**config.mk**
```make
export PLATFORM = sky130hd
export DESIGN_NAME = noc_output_arbiter
export DESIGN_NICKNAME = d
export VERILOG_FILES = /design/src/rtl/noc_pkg.sv /design/src/rtl/rr_picker.sv /design/src/rtl/noc_output_arbiter.sv
export SDC_FILE = /design/constraint.sdc
export NUM_CORES = 1
export LEC_CHECK = 0
export CAP_MARGIN = 30
export CORE_UTILIZATION = 40
export CTS_BUF_LIST = sky130_fd_sc_hd__clkbuf_4 sky130_fd_sc_hd__clkbuf_8
export CTS_CLUSTER_DIAMETER = 120
export DETAILED_ROUTE_END_ITERATION = 7
export PLACE_DENSITY = 0.62
export SYNTH_ARGS = -nofsm -noshare
export SYNTH_HDL_FRONTEND = slang
export SYNTH_HIERARCHICAL = 1
export SYNTH_SLANG_ARGS = --single-unit
```
**constraint.sdc**
```tcl
create_clock -name clk -period 3.6 [get_ports clk]
set_input_delay 1.08 -clock clk [delete_from_list [all_inputs] [get_ports clk]]
set_output_delay 1.08 -clock clk [all_outputs]
set_load 0.01 [all_outputs]
```
**src/rtl/noc_pkg.sv**
```systemverilog
// Shared NoC router definitions: port numbering and switch-allocator state encoding.
package noc_pkg;
   localparam int NPORTS = 5;
   localparam int PORT_N = 0;
   localparam int PORT_S = 1;
   localparam int PORT_E = 2;
   localparam int PORT_W = 3;
   localparam int PORT_L = 4;

   typedef enum logic {ARB_IDLE, ARB_LOCKED} arb_state_t;
endpackage

```
**src/rtl/rr_picker.sv**
```systemverilog
// Combinational round-robin search: first set request at or after ptr, wrapping at N-1.
module rr_picker #(
   parameter int N  = 5,
   parameter int IW = 3
) (
   input  logic [N-1:0]  req,
   input  logic [IW-1:0] ptr,
   output logic [N-1:0]  onehot,
   output logic [IW-1:0] idx,
   output logic          any
);
   int            c;
   logic [IW-1:0] ci;

   always_comb begin
      onehot = '0;
      idx    = '0;
      any    = 1'b0;
      c      = 0;
      ci     = '0;
      for (int k = 0; k < N; k++) begin
         c = int'(ptr) + k;
         if (c >= N) c = c - N;
         ci = IW'(c);
         if (!any && req[ci]) begin
            any        = 1'b1;
            idx        = ci;
            onehot[ci] = 1'b1;
         end
      end
   end
endmodule

```
**src/rtl/noc_output_arbiter.sv**
```systemverilog
// Per-output switch allocator: round-robin grant held for a whole wormhole packet,
// forwarding gated by downstream credits.
module noc_output_arbiter #(
   parameter int NPORTS    = noc_pkg::NPORTS,
   parameter int BUF_DEPTH = 4,
   parameter int CW        = $clog2(BUF_DEPTH + 1)
) (
   input  logic              clk,
   input  logic              rst,
   input  logic [NPORTS-1:0] req,
   input  logic [NPORTS-1:0] tail,
   input  logic              credit_in,
   output logic [NPORTS-1:0] grant,
   output logic [2:0]        grant_idx,
   output logic              fwd,
   output logic [CW-1:0]     credits,
   output logic              credit_err
);
   import noc_pkg::*;

   arb_state_t        state, state_nxt;
   logic [NPORTS-1:0] pick_oh;
   logic [2:0]        pick_idx;
   logic              pick_any;
   logic [2:0]        rr_ptr;
   logic              tail_xfer;

   rr_picker #(.N(NPORTS), .IW(3)) u_pick (
      .req    (req),
      .ptr    (rr_ptr),
      .onehot (pick_oh),
      .idx    (pick_idx),
      .any    (pick_any)
   );

   always_ff @(posedge clk) begin
      if (rst) state <= ARB_IDLE;
      else     state <= state_nxt;
   end

   always_comb begin
      state_nxt = state;
      case (state)
         ARB_IDLE:   if (pick_any)  state_nxt = ARB_LOCKED;
         ARB_LOCKED: if (tail_xfer) state_nxt = ARB_IDLE;
         default:    state_nxt = ARB_IDLE;
      endcase
   end

   // fwd is driven straight from the registered owner so the crossbar select is glitch-short
   always_comb begin
      fwd       = (state == ARB_LOCKED) && req[grant_idx] && (credits != '0);
      tail_xfer = fwd && tail[grant_idx];
   end

   always_ff @(posedge clk) begin
      if (rst) begin
         grant     <= '0;
         grant_idx <= '0;
         rr_ptr    <= '0;
      end else if (state == ARB_IDLE && pick_any) begin
         grant     <= pick_oh;
         grant_idx <= pick_idx;
      end else if (tail_xfer) begin
         grant     <= '0;
         grant_idx <= '0;
         rr_ptr    <= (grant_idx == 3'(NPORTS - 1)) ? 3'd0 : grant_idx + 3'd1;
      end
   end

   // Simultaneous fwd and credit return cancel; a return at full depth is a protocol error.
   always_ff @(posedge clk) begin
      if (rst) begin
         credits    <= CW'(BUF_DEPTH);
         credit_err <= 1'b0;
      end else begin
         case ({fwd, credit_in})
            2'b10: credits <= credits - CW'(1);
            2'b01: begin
               if (credits == CW'(BUF_DEPTH)) credit_err <= 1'b1;
               else                           credits    <= credits + CW'(1);
            end
            default: ;
         endcase
      end
   end
endmodule

```
==> impl_metrics.json, run 1 <==
{
  "regToRegStartpoint": "rr_ptr[1]$_SDFFE_PP0P_",
  "seqPwrFrac": 0.124,
  "drv_cap": 0,
  "hold_class": "flip-flop to flip-flop",
  "synth_top_area_cell": "dfxtp_1",
  "dpl.hpwl_mm": 5.21,
  "clock-sinks": 16,
  "hold_viol": 0,
  "r2r_end": "grant_idx[2]$_SDFFE_PP0P_",
  "root_buffer": "clkbuf_8",
  "grtUsageTotal": 0.234,
  "fin_skew_ps": 3.69,
  "fp.coreArea_sq_mm": 0.00524,
  "reg2regPathDepth": 13,
  "grt_max_degree": 24,
  "worst_slew_pin_slew_ps": 671,
  "synth_warnings": 6,
  "grt_pass1_wl_mm": 11.1,
  "reg2reg_slack_ps": 210,
  "min-delay-start": "credit_err$_SDFFE_PP0P_",
  "yosysTopAreaCellShare": 0.144,
  "final-setup-viol-count": 0,
  "drive_above_1_share": 0.244,
  "synthesis.nets": 314,
  "io_pins": 26,
  "clk_pin_slew_worst_paths_ps": 70,
  "crit_start": "req[1]",
  "antenna_found_initial": 0,
  "post-synth-top-count-cell": "nor2_1",
  "hold_slack_ps": 449,
  "vias": 2412,
  "cts.htree.levels": 1,
  "combPwrFrac": 0.811,
  "drt_iter0_markers": 181,
  "status": "complete, no violations",
  "ys_top_cells_by_area": "dfxtp_1 14%, mux2i_1 7.6%, ha_1 6.2%",
  "start_util": 0.426,
  "ant_nets": 0,
  "first_pass_iters": 4,
  "postSynthAreaPerCell_sq_um": 7.74,
  "internal_power_w": 0.00128,
  "cts_tree": "built",
  "power.share.clock": 0.064,
  "hold_path_depth": 2,
  "max-slew-margin-rel": 0.551,
  "synthArstFlopShare": 0,
  "power_switching_share": 0.491,
  "drc_errors": 0,
  "finalCriticalPeriod_ps": 3510,
  "viasPerCell": 5.77,
  "ir_worst_vdd_mv": 0.445,
  "ctsHoldBuffers": 0,
  "die_h_um": 76.7,
  "routabilityCongestion": 0.983,
  "synth_enable_flop_cells": 0,
  "wire_per_inst_um": 15.9,
  "min_period_over_period": 0.976,
  "syn2layout_area_growth_pct": 30.5,
  "die_w_um": 76.7,
  "dieArea_sq_mm": 0.00588,
  "synthTopCellsByCount": "31 x nor2_1, 18 x nand2_1, 17 x a21oi_1, 17 x mux2i_1, 16 x dfxtp_1",
  "clock_latency_ps": 250,
  "cp_data_arrival_time_ps": 2430,
  "max_freq_ghz": 0.285,
  "finalMaxSlewViolations": 0,
  "end_kind": "primary output",
  "required_ps": 2520,
  "synthFlopType": "dfxtp_1",
  "crit_fanout": 2,
  "antenna_cells": 0,
  "ys_ff_latch": 16,
  "port_buffers": 25,
  "p_leak_nw": 1.20,
  "first_global_vias": 2268,
  "startpoint_type": "primary input",
  "synth.cell_area_sq_mm": 0.00223,
  "switchingPower_w": 0.00123,
  "min_to": "credit_err$_SDFFE_PP0P_",
  "nets": 375,
  "fin_tns_setup_ps": 0,
  "overflow": 0,
  "yosysUniqueCellTypes": 69,
  "powerDensity_mw_per_mm2": 864,
  "yosysSeqAreaShare": 0.144,
  "numCtsBuffers": 3,
  "wl_mm": 6.63,
  "cts.path.max_buffers": 2,
  "syn-instance-count": 288,
  "rows": 26,
  "critPathKind": "primary input to primary output"
}
## cells by family after synthesis
logic type	after synthesis	share of synthesized area
AOI/OAI and AO/OA	82	0.281
muxes	24	0.118
and+or+nand+nor	115	0.272
buffers and inverters	30	0.0741
DFF	16	0.144
xor gates and xnor gates	8	0.0314
adders and majority gates	13	0.0797
## critical path: stages
cell and delay [ps]:
clkdlybuf4s50_1 470, mux2i_1 130, or3_1 380, a21oi_4 140
clkdlybuf4s15_2 230
## layer usage
layer | track usage | up-vias | wire [um]
li1 | - | 1196 | -
met1 | 0.328 | 1127 | 3110
met2 | 0.376 | 78 | 3070
met3 | 0.0262 | 11 | 314
met4 | 0.0654 | 0 | 132
met5 | 0 | - | 0
## cells in the final DEF, fill, tap and decap left out, types with 5 or more instances in the layout
cell and count:
a211oi_1 9, a21oi_1 17, buf_4 45, clkdlybuf4s50_1 21, dfxtp_1 15, ha_1 10, inv_1 13, mux2i_1 16
nand2_1 18, nand2b_1 9, nand3_1 7, nand4_1 5, nor2_1 31, nor2b_1 6, nor3_1 11, nor4_1 8
o211ai_1 5, o21ai_0 6, xnor2_1 6
## area by class of cell
type | instances | area, sq um
clock buffer | 4 | 55.1
multi-input combinational | 242 | 1780
inverter | 15 | 60.1
tap | 70 | 87.6
sequential | 16 | 322
timing repair buffer | 71 | 604
fill | 515 | 2330
## power groups by stage
stage | clock network [W] | logic (W) | registers (W)
2_1_floorplan | 0 | 0.00128 | 0.000337
3_3_place_gp | 0 | 0.00191 | 0.000317
3_5_place_dp | 0 | 0.00193 | 0.000316
4_1_cts | 0.000166 | 0.00194 | 0.000313
5_1_grt | 0.000174 | 0.00224 | 0.000325
6_report | 0.000162 | 0.00204 | 0.000312
## timing repair
action,in CTS,in global routing
gates cloned,0,0
pin swaps,0,0
endpoints found under the setup margin,2,9
buffers inserted,0,1
resized for setup,4,13
## how the worst max path moves through the flow
stage	slack [ps]	cells after the start	endpoint
after floorplan	50	16	grant_idx[0]$_SDFFE_PP0P_
after global placement	-440	5	fwd
after detailed placement	-440	5	fwd
after CTS	30	10	grant_idx[2]$_SDFFE_PP0P_
after global routing	-30	12	grant_idx[2]$_SDFFE_PP0P_
final	90	5	fwd
## metrics by stage
stage                     setup WS [ps]  utilization  cell area, sq um  std cells  total power, W
after floorplan                    48.1            -              2230        288         0.00161
after global placement             -437        0.534              2800        413         0.00222
after detailed placement           -437        0.534              2800        413         0.00224
after CTS                          26.8        0.544              2850        417         0.00242
after global routing              -29.2        0.555              2910        418         0.00274
final                              86.3        0.555              2910        418         0.00251
## registers in the layout, indices dropped and copies added (netlist names)
register,flops
credits,3
grant_idx,3
grant,5
rr_ptr,3
credit_err,1
state,1
(Power assumes the default switching activity.)
==> run 2, diff against run 1 <==
- ABC_AREA: unset -> 1
- SKIP_CTS_REPAIR_TIMING: unset -> 1
- SLEW_MARGIN: unset -> 40
==> run 2 against run 1 <==
  * Wire length down 18%
  * Via count down 7.6%
  * Total power up 3.4%
  * First-iteration DRC count down 2.8%
  * Clock power about the same
  * Utilization down 4.5 points
  * Fmax up 9.2%
  * Flip-flop and latch count unchanged
  * Critical endpoint unchanged
==> impl_metrics.json, run 2 <==
{
  "synthesis.nets": 369,
  "critPathKind": "primary input to primary output",
  "cp_data_arrival_time_ps": 2140,
  "mostFrequentLayoutCells": "94 x nand2_1, 52 x nand3_1, 37 x nor2_1",
  "max_freq_ghz": 0.311,
  "wl_mm": 5.45,
  "routabilityCongestion": 0.889,
  "cpPeakStageDelay_ps": 480,
  "dp.cells": 440,
  "cts.htree.levels": 1,
  "syn-instance-count": 343,
  "start_util": 0.424,
  "rsz0062_at_grt": "no",
  "wire_per_inst_um": 12.3,
  "first_global_vias": 1927,
  "cp_slowest_cell": "clkdlybuf4s50_1",
  "vias": 2228,
  "die_w_um": 73.7,
  "final_common_cell": "nand2_1",
  "synthFlopType": "dfxtp_1",
  "synth_warnings": 6,
  "first_pass_iters": 4,
  "crit_fanout": 2,
  "hold_viol": 0,
  "fp.coreArea_sq_mm": 0.00485,
  "synthArstFlopShare": 0,
  "fin_skew_ps": 1.93,
  "drc_errors": 0,
  "min_period_over_period": 0.894,
  "startpoint_type": "primary input",
  "numCtsBuffers": 3,
  "status": "complete, no violations",
  "yosysSeqAreaShare": 0.156,
  "die_h_um": 73.7,
  "multiInputGateArea_sq_mm": 0.00152,
  "root_buffer": "clkbuf_8",
  "port_buffers": 25,
  "drt_iter0_markers": 176,
  "synth.cell_area_sq_mm": 0.00206,
  "cts.path.max_buffers": 2,
  "fin_tns_setup_ps": 0,
  "synth_top_area_cell": "nand2_1",
  "dpl.hpwl_mm": 4.46,
  "finalMaxSlewViolations": 0,
  "io_pins": 26,
  "worst_slew_pin_slew_ps": 541,
  "finalCriticalPeriod_ps": 3220,
  "syn2layout_area_growth_pct": 20.2,
  "antenna_found_initial": 0,
  "synthTopCellsByCount": "94 x nand2_1, 52 x nand3_1, 37 x nor2_1",
  "final-setup-viol-count": 0,
  "post-synth-top-count-cell": "nand2_1",
  "path_cells": "clkdlybuf4s50_1 > nand2_1 > nand3_1 > nand2_2 > nand2_2 > nand2_4 > inv_4 > dlymetal6s2s_1",
  "ir_worst_vdd_mv": 0.491,
  "fin_cells": 444,
  "hold_class": "flip-flop to flip-flop",
  "grtUsageTotal": 0.219,
  "p_leak_nw": 1.20,
  "postSynthAreaPerCell_sq_um": 6.00,
  "dieArea_sq_mm": 0.00543,
  "grt_pass1_wl_mm": 9.20,
  "crit_family": "buffers and inverters",
  "critPathBufInv": 3,
  "antenna_cells": 0,
  "seqCellArea_sq_um": 322,
  "required_ps": 2520,
  "rows": 25,
  "regMostFlops": "grant",
  "end_kind": "primary output",
  "drive_above_1_share": 0.149,
  "clock-sinks": 16,
  "clock_latency_ps": 250,
  "nets": 404,
  "fillers": 503,
  "ant_nets": 0,
  "grt_max_degree": 16,
  "cts_tree": "built",
  "overflow": 0,
  "ys_ff_latch": 16,
  "yosysTopAreaCellShare": 0.172,
  "yosysUniqueCellTypes": 34,
  "drv_cap": 0,
  "viasPerCell": 5.02,
  "crit_top_cell": "nand2_2",
  "powerDensity_mw_per_mm2": 1050,
  "largest_register_ffs": 5,
  "synth_enable_flop_cells": 0,
  "clk_pin_slew_worst_paths_ps": 60,
  "ys_top_cells_by_area": "nand2_1 17%, dfxtp_1 16%, nand3_1 13%",
  "max-slew-margin-rel": 0.635
}
[run 2: cell types whose count changed in the layout (fill, tap and decap cells not counted), moves of 12 or more]
cell	delta
nand2_1	+76
inv_1	+19
nand3_1	+45
buf_4	-34
mux2i_1	-16
nand2_2	+12
[run 2: stage by stage]
stage	hold WS (ps)	cell area [sq um]	setup WS, ps	utilization	power [W]
after CTS	454	2470	-4.36	0.509	0.00258
after global routing	488	2470	207	0.510	0.00291
final	455	2470	382	0.510	0.00260
after detailed placement	444	2410	1.23	0.498	0.00241
after global placement	440	2410	7.08	0.498	0.00240
after floorplan	474	2060	676	-	0.00192
[run 2: metal layers]
layer	routed length, um	vias up	GRT usage
met4	7	0	0.0192
met5	0	-	0
li1	-	1187	-
met1	2830	1010	0.322
met3	174	2	0.0439
met2	2450	29	0.339
[run 2: power by group]
| part | switching, W | internal [W] |
|---|---|---|
| combinational | 0.00136 | 0.000745 |
| sequential | 0.0000828 | 0.000246 |
| clock | 0.0000620 | 0.0000970 |
[run 2: path summary, 6_finish.rpt]
kind,from,end,slack (ps),cells past startpoint
max,req[3],fwd,380,8
max reg2reg,rr_ptr[1]$_SDFFE_PP0P_,grant[3]$_SDFFE_PP0P_,570,17
min reg2reg,credit_err$_SDFFE_PP0P_,credit_err$_SDFFE_PP0P_,450,2
min,credit_err$_SDFFE_PP0P_,credit_err$_SDFFE_PP0P_,450,2
[run 2: tightest hold or removal path, cell delays in order, from the launching register on]
cell and delay [ps]:
dfxtp_1 310, inv_1 50, a21oi_1 50
[run 2: final cells by class]
type | count | area share
multi-input cells | 281 | 0.615
inverters | 40 | 0.0628
repair buffers | 36 | 0.136
clock buffers | 4 | 0.0223
well taps | 67 | 0.0339
flip-flops and latches | 16 | 0.130
[run 2: logic make-up (layout without fill, tap and decap cells)]
logic type | Yosys count | count (layout) | synth area share
adders and majority gates | 13 | 13 | 0.0864
and+or+nand+nor | 229 | 229 | 0.537
xor gates and xnor gates | 3 | 3 | 0.0164
buffers and inverters | 46 | 80 | 0.105
AOI/OAI and AO/OA | 36 | 36 | 0.0998
DFF | 16 | 16 | 0.156
